File: src/rtl/spike_gen_array_if.sv
// -----------------------------------------------------------------------------
// spike_gen_array_if
// Purpose : groups the program channel and the spike output channel of
//           spike_gen_array into one bundle.
// Signals : prog_gen_idx/prog_period/prog_ticks/prog_tag/prog_ct + prog_v/prog_a
//           (program write), out_tag/out_ct + out_v/out_a (emitted spike).
// Modports: slave  - the generator array (accepts programs, produces spikes)
//           master - the agent that programs generators and consumes spikes
// Handshake: a channel transfers on a rising clock edge where valid && ready
//           are both high. The valid side holds valid and its payload stable
//           until that edge; ready may rise or fall freely.
// -----------------------------------------------------------------------------
interface spike_gen_array_if #(
   parameter int NGENS_W = 3,
   parameter int NPERIOD = 16,
   parameter int NTAG    = 11,
   parameter int NCT     = 10
);
   logic [NGENS_W-1:0] prog_gen_idx;
   logic [NPERIOD-1:0] prog_period;
   logic [NPERIOD-1:0] prog_ticks;
   logic [NTAG-1:0]    prog_tag;
   logic [NCT-1:0]     prog_ct;
   logic               prog_v;
   logic               prog_a;
   logic [NTAG-1:0]    out_tag;
   logic [NCT-1:0]     out_ct;
   logic               out_v;
   logic               out_a;

   modport slave (
      input  prog_gen_idx, prog_period, prog_ticks, prog_tag, prog_ct, prog_v,
      input  out_a,
      output prog_a,
      output out_tag, out_ct, out_v
   );

   modport master (
      output prog_gen_idx, prog_period, prog_ticks, prog_tag, prog_ct, prog_v,
      output out_a,
      input  prog_a,
      input  out_tag, out_ct, out_v
   );
endinterface

File: src/rtl/spike_gen_array.sv
// -----------------------------------------------------------------------------
// spike_gen_array
// Purpose : NUM_GENS = 2**NGENS_W periodic spike generators sharing one output
//           channel. Each time_unit pulse triggers a scan over all generators
//           in index order; a generator whose countdown reaches zero emits its
//           (tag, ct) and reloads with period-1.
// Ports   : clk, reset_n (async, active-low)
//           time_unit   - one-cycle pulse per elapsed time unit
//           bus         - spike_gen_array_if.slave (program + output channels)
//           overrun_ct  - saturating count of dropped time_unit pulses
//           dbg_state_o - current FSM state (0 IDLE, 1 SCAN, 2 EMIT)
// -----------------------------------------------------------------------------
module spike_gen_array #(
   parameter int NGENS_W = 3,
   parameter int NPERIOD = 16,
   parameter int NTAG    = 11,
   parameter int NCT     = 10,
   parameter int NOVR    = 8
) (
   input  logic                clk,
   input  logic                reset_n,
   input  logic                time_unit,
   spike_gen_array_if.slave    bus,
   output logic [NOVR-1:0]     overrun_ct,
   output logic [1:0]          dbg_state_o
);

   localparam int NUM_GENS = 1 << NGENS_W;
   localparam logic [NGENS_W-1:0] LAST_IDX = {NGENS_W{1'b1}};
   localparam logic [NGENS_W-1:0] ONE_I    = {{(NGENS_W-1){1'b0}}, 1'b1};
   localparam logic [NPERIOD-1:0] ONE_P    = {{(NPERIOD-1){1'b0}}, 1'b1};
   localparam logic [NOVR-1:0]    ONE_O    = {{(NOVR-1){1'b0}}, 1'b1};

   typedef enum logic [1:0] {
      S_IDLE = 2'd0,
      S_SCAN = 2'd1,
      S_EMIT = 2'd2
   } state_t;

   state_t             state_q, state_d;
   logic [NGENS_W-1:0] idx_q, idx_d;
   logic               pending_q, pending_d;
   logic [NOVR-1:0]    ovr_q, ovr_d;
   // Holds prog_a low during reset and releases it on the first edge after.
   logic               alive_q;

   logic [NPERIOD-1:0] period_q [NUM_GENS];
   logic [NPERIOD-1:0] ticks_q  [NUM_GENS];
   logic [NTAG-1:0]    tag_q    [NUM_GENS];
   logic [NCT-1:0]     ct_q     [NUM_GENS];

   logic [NPERIOD-1:0] cur_period;
   logic [NPERIOD-1:0] cur_ticks;
   logic               gen_en;
   logic               fire;
   logic               last;
   logic               prog_a_int;
   logic               prog_we;
   logic               scan_end;

   assign cur_period = period_q[idx_q];
   assign cur_ticks  = ticks_q[idx_q];
   assign gen_en     = (cur_period != '0);
   assign fire       = gen_en && (cur_ticks == '0);
   assign last       = (idx_q == LAST_IDX);
   assign prog_we    = bus.prog_v && prog_a_int;

   // State register
   always_ff @(posedge clk or negedge reset_n) begin
      if (!reset_n) begin
         state_q   <= S_IDLE;
         idx_q     <= '0;
         pending_q <= 1'b0;
         ovr_q     <= '0;
         alive_q   <= 1'b0;
      end else begin
         state_q   <= state_d;
         idx_q     <= idx_d;
         pending_q <= pending_d;
         ovr_q     <= ovr_d;
         alive_q   <= 1'b1;
      end
   end

   // Next-state logic
   always_comb begin
      state_d   = state_q;
      idx_d     = idx_q;
      pending_d = pending_q;
      ovr_d     = ovr_q;
      scan_end  = 1'b0;

      case (state_q)
         S_IDLE: begin
            if (time_unit || pending_q) begin
               state_d   = S_SCAN;
               idx_d     = '0;
               // One trigger is consumed; a second one stays queued.
               pending_d = time_unit && pending_q;
            end
         end
         S_SCAN: begin
            if (fire) begin
               state_d = S_EMIT;
            end else if (last) begin
               scan_end = 1'b1;
            end else begin
               idx_d = idx_q + ONE_I;
            end
         end
         S_EMIT: begin
            if (bus.out_a) begin
               if (last) begin
                  scan_end = 1'b1;
               end else begin
                  state_d = S_SCAN;
                  idx_d   = idx_q + ONE_I;
               end
            end
         end
         default: begin
            state_d = S_IDLE;
            idx_d   = '0;
         end
      endcase

      if (state_q != S_IDLE) begin
         if (scan_end) begin
            // A queued or coincident pulse restarts the scan without an IDLE
            // cycle, so programming cannot slip in between back-to-back scans.
            idx_d = '0;
            if (pending_q || time_unit) begin
               state_d   = S_SCAN;
               pending_d = pending_q && time_unit;
            end else begin
               state_d = S_IDLE;
            end
         end else if (time_unit) begin
            if (pending_q) begin
               if (ovr_q != {NOVR{1'b1}}) ovr_d = ovr_q + ONE_O;
            end else begin
               pending_d = 1'b1;
            end
         end
      end
   end

   // Outputs
   always_comb begin
      prog_a_int  = alive_q && (state_q == S_IDLE);
      bus.prog_a  = prog_a_int;
      bus.out_v   = (state_q == S_EMIT);
      bus.out_tag = tag_q[idx_q];
      bus.out_ct  = ct_q[idx_q];
      overrun_ct  = ovr_q;
      dbg_state_o = state_q;
   end

   // Generator table. Programming only happens in IDLE and countdown updates
   // only in SCAN, so the two writers never collide.
   always_ff @(posedge clk or negedge reset_n) begin
      if (!reset_n) begin
         for (int g = 0; g < NUM_GENS; g++) begin
            period_q[g] <= '0;
            ticks_q[g]  <= '0;
            tag_q[g]    <= '0;
            ct_q[g]     <= '0;
         end
      end else begin
         if (prog_we) begin
            period_q[bus.prog_gen_idx] <= bus.prog_period;
            ticks_q[bus.prog_gen_idx]  <= bus.prog_ticks;
            tag_q[bus.prog_gen_idx]    <= bus.prog_tag;
            ct_q[bus.prog_gen_idx]     <= bus.prog_ct;
         end
         if ((state_q == S_SCAN) && gen_en) begin
            ticks_q[idx_q] <= fire ? (cur_period - ONE_P) : (cur_ticks - ONE_P);
         end
      end
   end

endmodule

File: src/flat_wrapper.sv
// flat-port wrapper written by rule: the top's interface ports become plain ports
module spike_gen_array_flat 
#(
   parameter int NGENS_W = 3,
   parameter int NPERIOD = 16,
   parameter int NTAG    = 11,
   parameter int NCT     = 10,
   parameter int NOVR    = 8
)
  (clk, reset_n, time_unit, overrun_ct, dbg_state_o, bus_prog_gen_idx, bus_prog_period, bus_prog_ticks, bus_prog_tag, bus_prog_ct, bus_prog_v, bus_out_a, bus_prog_a, bus_out_tag, bus_out_ct, bus_out_v);
  spike_gen_array_if #(.NGENS_W(NGENS_W), .NPERIOD(NPERIOD), .NTAG(NTAG), .NCT(NCT)) bus_i ();
  input  logic clk;
  input  logic reset_n;
  input  logic time_unit;
  output logic [NOVR-1:0] overrun_ct;
  output logic [1:0] dbg_state_o;
  input wire logic [$bits(bus_i.prog_gen_idx)-1:0] bus_prog_gen_idx;
  input wire logic [$bits(bus_i.prog_period)-1:0] bus_prog_period;
  input wire logic [$bits(bus_i.prog_ticks)-1:0] bus_prog_ticks;
  input wire logic [$bits(bus_i.prog_tag)-1:0] bus_prog_tag;
  input wire logic [$bits(bus_i.prog_ct)-1:0] bus_prog_ct;
  input wire logic [$bits(bus_i.prog_v)-1:0] bus_prog_v;
  input wire logic [$bits(bus_i.out_a)-1:0] bus_out_a;
  output wire logic [$bits(bus_i.prog_a)-1:0] bus_prog_a;
  output wire logic [$bits(bus_i.out_tag)-1:0] bus_out_tag;
  output wire logic [$bits(bus_i.out_ct)-1:0] bus_out_ct;
  output wire logic [$bits(bus_i.out_v)-1:0] bus_out_v;
  assign bus_i.prog_gen_idx = bus_prog_gen_idx;
  assign bus_i.prog_period = bus_prog_period;
  assign bus_i.prog_ticks = bus_prog_ticks;
  assign bus_i.prog_tag = bus_prog_tag;
  assign bus_i.prog_ct = bus_prog_ct;
  assign bus_i.prog_v = bus_prog_v;
  assign bus_i.out_a = bus_out_a;
  assign bus_prog_a = bus_i.prog_a;
  assign bus_out_tag = bus_i.out_tag;
  assign bus_out_ct = bus_i.out_ct;
  assign bus_out_v = bus_i.out_v;
  spike_gen_array #(.NGENS_W(NGENS_W), .NPERIOD(NPERIOD), .NTAG(NTAG), .NCT(NCT), .NOVR(NOVR)) u_core (.clk(clk), .reset_n(reset_n), .time_unit(time_unit), .bus(bus_i), .overrun_ct(overrun_ct), .dbg_state_o(dbg_state_o));
endmodule
File: config.mk
export PLATFORM = sky130hd
export DESIGN_NAME = spike_gen_array_flat
export DESIGN_NICKNAME = d
export VERILOG_FILES = /design/src/rtl/spike_gen_array_if.sv /design/src/rtl/spike_gen_array.sv /design/src/flat_wrapper.sv
export SDC_FILE = /design/constraint.sdc
export NUM_CORES = 1
export LEC_CHECK = 0
export CAP_MARGIN = 20
export CORE_ASPECT_RATIO = 1.4
export CORE_MARGIN = 2
export CORE_UTILIZATION = 55
export DETAILED_ROUTE_END_ITERATION = 10
export PLACE_DENSITY = 0.77
export SETUP_SLACK_MARGIN = 0.5
export SLEW_MARGIN = 20
export SYNTH_ARGS = -nofsm -noshare
export SYNTH_HDL_FRONTEND = slang
export SYNTH_SLANG_ARGS = --single-unit
File: constraint.sdc
create_clock -name clk -period 6.2 [get_ports clk]
set_input_delay 1.55 -clock clk [delete_from_list [all_inputs] [get_ports clk]]
set_output_delay 1.55 -clock clk [all_outputs]
set_load 0.05 [all_outputs]
======== After elaboration in Yosys (flattened, before gate mapping) ========
Cells that the tools add are included.
word-level totals
  bits in registers ....................... 439
  word-level logic and storage cells ...... 119
  output and inout bits ................... 33
  bits of input ports ..................... 61
cells by class
  bitwise gates (word level) .............. 3
  equality and inequality tests ........... 4
  magnitude comparators ................... 4
  mux-type cells .......................... 54
  $add $sub $neg .......................... 4
  reduce and logical (&&, ||, !) cells .... 13
operator list
  kind                     number
  $bwmux W128              3
  $mux W128                2
  $mux W16                 7
  $bmux W16 S3             2
  $demux W16 S3            2
  $bwmux W88               1
  $bwmux W80               1
  $bmux W11 S3             1
  $demux W11 S3            1
  $mux W11                 3
  $sub A16 B1 Y16 const B  2
  $bmux W10 S3             1
  $demux W10 S3            1
  $mux W10                 3
  $mux W3                  6
  $logic_not A16 Y1        1
  $reduce_bool A16 Y1      1
  $mux W2                  6
  $mux W1                  11
  $pmux W3 S3              1
  $add A8 B1 Y8 const B    1
  $ge A4 B4 Y1 const B     2
  $lt A4 B1 Y1 const B     2
  $ne A8 B8 Y1 const B     1
  other kinds (13)         20

======== Depth between registers and ports, before layout ========
  word-level depth ........................ 10
  depth in mapped cells ................... 21

======== Least setup slack after synthesis ========
OpenSTA, ideal clock, no wires.
  path kind ............................... reg2out
  from .................................... register u_core.idx_q[1]
  to ...................................... output port bus_out_ct[2]
  required time ........................... 4.650 ns
  slack ................................... 1.277 ns
  path buffers ............................ 7
  arrival time ............................ 3.373 ns
  cell stages (with the launch flop) ...... 10
  cell sequence ........................... dfrtp_1 -> buf_6 -> buf_4 -> buf_6 -> buf_2 -> buf_1 -> clkbuf_1 -> clkbuf_1 -> a221oi_1 -> o21ai_0
between the ends
  longest elaborated chain between the ends .. 4
ends and longest elaborated chain
  item                                          RTL line                text
  from (decl)                                   spike_gen_array.sv:41   logic [NGENS_W-1:0] idx_q, idx_d;
  from (signal assigned)                        spike_gen_array.sv:78   idx_q <= idx_d;
  $not A3 Y4 (not written as such)              spike_gen_array.sv:154  bus.out_ct = ct_q[idx_q];
  $bmux W10 S3                                  spike_gen_array.sv:154
  $mux W10 (not written as such) (2 in series)  spike_gen_array.sv:154
  to (decl)                                     flat_wrapper.sv:26      output wire logic [$bits(bus_i.out_ct)-1:0] bus_out_ct;
Every way passes these cells. The select of a mux whose other input is x is not followed.

======== Final worst setup path ========
  from .................................... register u_core.idx_q[2]
  to ...................................... output port bus_out_tag[10]
between the ends
  longest elaborated chain between the ends .. 4
ends and longest elaborated chain
  item                                          RTL line                text
  $not A3 Y4 (not written as such)              spike_gen_array.sv:153  bus.out_tag = tag_q[idx_q];
  $bmux W11 S3                                  spike_gen_array.sv:153
  $mux W11 (not written as such) (2 in series)  spike_gen_array.sv:153
  to (decl)                                     flat_wrapper.sv:25      output wire logic [$bits(bus_i.out_tag)-1:0] bus_out_tag;
Every way passes these cells. The select of a mux whose other input is x is not followed.

==> results_dict.tcl <==
set metrics [dict create \
    finalNetCount 1780 \
    grt_pass1_vias 15100 \
    powerDensity_nw_per_um2 533 \
    io_pins 94 \
    maxClockFrequency_mhz 190 \
    slew_violations 0 \
    wl_um 54700 \
    grt_first_pass_wirelength_um 85100 \
    final_cell_mix "dfrtp_1 (436), mux2_2 (414), nand2_1 (125), clkdlybuf4s50_1 (92), o21ai_0 (88)" \
    cts_sinks 439 \
    syn-num-nets 1710 \
    holdCritStartpoint "u_core.overrun_ct[4]" \
    synth_area_leaders "dfrtp_1 (50%), mux2_2 (21%), mux4_2 (7.2%), mux2i_1 (2.9%), nand2_1 (2.2%)" \
    first_iter_violations 930 \
    ys_seq_area_frac 0.504 \
    worstPathRequired_ns 4.65 \
    yosysWarnings 0 \
    final-setup-viol-count 0 \
    p_switching_mw 4.90 \
    drc 0 \
    synth_top_area_frac 0.504 \
    grt_usage 0.270 \
    relSlewSlack 0.263 \
    crit_path_end_kind "primary output" \
    path_class "flip-flop to primary output" \
    hpwl_um 34000 \
    startpoint "u_core.idx_q[2]" \
    grt_antenna_before_repair 3 \
    fin_crit_sh 0.851 \
    core_area_sq_um 39300 \
    via_per_inst 6.25 \
    ir_drop_v 0.000235 \
    vias 14200 \
    postRouteAntennaNets 0 \
    synth_seq_cells 439 \
    cap_violations 0 \
    post_dp_cell_area_sq_um 23400 \
    finalHoldViolCount 0 \
    dieArea_sq_um 41300 \
    cp-start-kind "flip-flop" \
    numPortBuffers 93 \
    synth_edf_count 0 \
    synthesis.area_sq_um 21800 \
    syn_area_per_cell_sq_um 13.3 \
    leakage_nw 10.9 \
    place_congestion 0.992 \
    rsz0062_at_grt "no" \
    finClkSkew_ns 0.0145 \
    tns_ns 0 \
    ctsResizeCount 0 \
    synth_flop_cell "dfrtp_1" \
    synth_cell_type_count 69 \
    drtPass1Iterations 5 \
    yosysTopAreaCell "dfrtp_1" \
    pwr-share-comb 0.437 \
    cts_tree "done" \
    min_path_type "flip-flop to flip-flop" \
    power_frac_seq 0.367 \
    min_period_ns 5.27 \
    final_common_cell "dfrtp_1" \
    clkPwrFrac 0.196 \
    tightest_slew_ns 1.10 \
    htree_num_levels 2 \
    grt_max_degree 125 \
    cts_buffers 43 \
    grt_overflow 0 \
    synthToLayoutAreaGrowth_pct 13.9 \
    clockBufferDepth 3 \
    reg2reg_from "u_core.idx_q[1]" \
    wire_per_inst_um 24.0 \
    post-route-cell-area_sq_um 24800 \
    cts-root-buf "clkbuf_16" \
    die_w_um 172 \
    cp_max_fo 30 \
    rows 86 \
    cp.arrival_ns 3.72 \
    initial_core_util 0.555 \
    status "completed" \
    p_int_mw 8.34 \
    async_flop_share 1.00 \
    fp.dieH_um 240 \
    clk_pin_slew_ns 0.06 \
    clk_latency_ns 0.56 \
    drive_above_1_share 0.360 \
    p_sw_frac 0.370 \
    synth_cells 1642 \
]
==> cell usage after synthesis (7+ instances only) <==
cell	instances
nor2b_1	38
dfrtp_1	439
o21ai_0	88
a21oi_1	45
mux4_1	12
nand3_1	10
clkbuf_1	74
buf_6	8
nor2_1	28
a211oi_1	32
mux4_2	70
mux2i_1	63
ha_1	7
and2_1	7
o211ai_1	8
buf_1	14
nand2b_1	8
a22oi_1	10
a221oi_1	9
xnor2_1	9
buf_2	12
nand2_1	125
mux2_2	414
nor3_1	7
==> final timing paths <==
path | end | slack (ns) | cells after the start
worst max-delay path | bus_out_tag[10] | 0.93 | 6
worst min-delay path | u_core.overrun_ct[4] | 0.49 | 1
worst max register to register | u_core.ticks_q[36] | 0.94 | 17
worst min register to register | u_core.overrun_ct[4] | 0.49 | 1
max in group asynchronous | u_core.ct_q[19] | 3.88 | 2
min in group asynchronous | u_core.period_q[9] | 1.12 | 1
==> routing by layer <==
| layer | GRT usage | wire [um] |
|---|---|---|
| met1 | 0.332 | 21700 |
| met2 | 0.473 | 28700 |
| met4 | 0.123 | 2000 |
| met5 | 0 | 0 |
| met3 | 0.0339 | 2350 |
==> metrics by stage <==
stage	hold slack, ns	utilization	setup slack, ns	std cells	power [mW]
after floorplan	0.470	-	1.28	1642	8.98
after global placement	0.474	0.594	1.06	2190	10.4
after detailed placement	0.485	0.595	0.942	2191	10.6
after CTS	0.499	0.631	0.659	2269	13.2
after global routing	0.506	0.633	0.545	2276	14.0
final	0.494	0.633	0.925	2276	13.2
==> power by group through the flow <==
stage / sequential [mW] / combinational (mW) / clock (mW)
2_1_floorplan: 4.60 / 4.38 / 0
3_3_place_gp: 4.84 / 5.53 / 0
3_5_place_dp: 4.93 / 5.68 / 0
4_1_cts: 4.89 / 5.71 / 2.64
5_1_grt: 5.00 / 6.23 / 2.75
6_report: 4.86 / 5.79 / 2.59
==> cells by family after synthesis <==
family                   after synthesis  share of synthesized area
multiplexers                         560                      0.330
flip-flops                           439                      0.504
AND/OR/NAND/NOR                      256                     0.0587
AO/OA/AOI/OAI                        243                     0.0707
buffers and inverters                119                     0.0252
XOR/XNOR                              16                    0.00711
adder cells (fa/ha/maj)                8                    0.00447
other                                  1                   0.000172
==> flip-flops by register name (all words and copies together), names as in the netlist <==
register            cells
u_core.ticks_q        128
u_core.period_q       128
u_core.dbg_state_o      2
u_core.idx_q            3
u_core.alive_q          1
u_core.ct_q            80
u_core.tag_q           88
u_core.pending_q        1
u_core.overrun_ct       8
==> what timing repair did <==
item	CTS	global route
setup buffers	0	2
hold buffers	0	0
endpoints found under the setup margin	0	15
==> worst max-delay path, cell delays in order (launching register included) <==
cell,delay [ns]
dfrtp_4,0.75
buf_4,0.47
clkinv_1,0.49
nor2_1,0.27
a221oi_1,0.12
o22ai_1,0.17
clkdlybuf4s50_1,0.84
==> final cells by class <==
type	count	area (sq um)
Antenna cell	3	7.51
Clock buffer	68	1340
Clock inverter	10	67.6
Fill cell	2929	14400
Inverter	7	26.3
Multi-Input combinational cell	1084	10300
Sequential cell	439	11000
Tap cell	528	661
Timing Repair Buffer	137	1400
No activity file was read; power rests on OpenSTA's default activity.
==> RTL edit, RTL diff (same flow settings) <==
Put a register stage on the output `overrun_ct`, without a reset. The value now appears one clock later. The other outputs are not delayed to match.
--- a/src/rtl/spike_gen_array.sv
+++ b/src/rtl/spike_gen_array.sv
@@ -36,6 +36,8 @@
       S_SCAN = 2'd1,
       S_EMIT = 2'd2
    } state_t;
+
+   logic [NOVR-1:0] overrun_ct_d;
 
    state_t             state_q, state_d;
    logic [NGENS_W-1:0] idx_q, idx_d;
@@ -152,7 +154,7 @@
       bus.out_v   = (state_q == S_EMIT);
       bus.out_tag = tag_q[idx_q];
       bus.out_ct  = ct_q[idx_q];
-      overrun_ct  = ovr_q;
+      overrun_ct_d = ovr_q;
       dbg_state_o = state_q;
    end
 
@@ -179,5 +181,9 @@
       end
    end
 
+   always_ff @(posedge clk) begin
+      overrun_ct <= overrun_ct_d;
+   end
+
 endmodule
 
Formal check against the unedited RTL: not equivalent (Yosys sat finds a counterexample within 4 cycles, from zero or initial values and one cycle with reset_n low).
==> RTL edit against the original RTL <==
- critical endpoint unchanged
- total power grew 2.1%
- final area rose by 0.80%
- largest power group unchanged
- die area increased by 0.72%
- routed wire length is 0.16% higher
- register-to-register slack got worse by 0.11 ns
- sequential cell count is 8 higher
- setup slack worse by 0.21 ns
- via count increased by 1.2%
- clock skew rose by 0.0047 ns
- sequential share of layout area is 0.29 points higher
- synthesized area is 0.73% higher
==> RTL edit: results (changes against the original RTL) <==
metric,value,unit,change
number of cells on the worst reg-to-reg path,16,,-1
adder-cell area share of the yosys netlist,0.00444,,-0.0000326
Peak supply drop,0.297,mV,+26%
net count after synthesis,1718,,+0.47%
global routing usage on met3,0.0330,,-0.000824
length of routed met3 wiring,2610,µm,+11%
worst-path fanout max,35,,+17%
status,"finished, final reports clean",,
clock buffer instance count of the final layout,66,,-2.9%
pin count of the biggest net entering global routing,130,,+4.0%
share of post-route cells with drive strength above 1,0.358,,-0.00221
Iteration-0 DRC Markers,1163,,+25%
detail-routed net length per standard cell,24.0,µm,about the same
gp weighted congestion,0.949,,-4.3%
number of global-route vias before repair,15300,,+1.5%
layout buffer count excluding clock buffers,135,,-1.5%
number of buffers inserted by post-CTS setup repair,1,,+1
combined global-route utilization of all metal layers,0.267,,-0.00251
total clock buffers created by CTS,44,,+2.3%
sequential cells,447,,+1.8%
met1 WL,21900,µm,+1.2%
GRT met1 Usage,0.335,,+0.00245
share of synthesized flip-flops with an asynchronous set or reset,0.982,,-0.0179
min-delay src,u_core.overrun_ct_d[4],,
crit-path leading delay family,buffers and inverters,,
total vias in the final route,14400,,+1.2%
arrival time of the worst setup path,3.94,ns,+0.22 ns
setup slack at placement,0.747,ns,-0.195 ns
Peak Freq,0.182,GHz,-3.8%
initial antenna violation count,1,,-2
Lkg Pwr,11.0,nW,+0.74%
length of routed met2 wiring,28300,µm,-1.2%
relative max-transition margin,0.261,,-0.00130
number of different library cells in the post-synthesis netlist,70,,+1.4%
share of synthesized area occupied by flip-flops and latches,0.507,,+0.00362
multi-input logic area,0.0103,mm²,about the same
share of synthesized area spent on multiplexers,0.328,,-0.00241
cell depth of the worst hold path,0,,-1
worst clock skew,0.0192,ns,+0.00467 ns
number of antenna diodes,1,,-2
area fraction in compound gates after synthesis,0.0702,,-0.000515
==> RTL edit: logic make-up (layout without fill, tap and decap cells) <==
| kind of cell | after synthesis | after routing |
|---|---|---|
| multiplexers | 560 | 560 |
| flip-flops | 447 | 447 |
| AND/OR/NAND/NOR | 256 | 256 |
| AO/OA/AOI/OAI | 243 | 243 |
| buffers and inverters | 119 | 222 |
| XOR/XNOR | 16 | 16 |
| adder cells (fa/ha/maj) | 8 | 8 |
| other | 1 | 2 |
==> RTL edit: report_power, final <==
group	internal, W	switching [W]
sequential	0.00417	0.000767
clock	0.00161	0.00114
combinational	0.00277	0.00306
total	0.00855	0.00497
==> RTL edit: metrics by stage <==
step,hold slack [ns],instances,util
6_report,0.411,2282,0.636
4_1_cts,0.415,2279,0.634
3_5_place_dp,0.402,2198,0.596
5_1_grt,0.424,2282,0.636
3_3_place_gp,0.394,2198,0.596
2_1_floorplan,0.378,1650,-
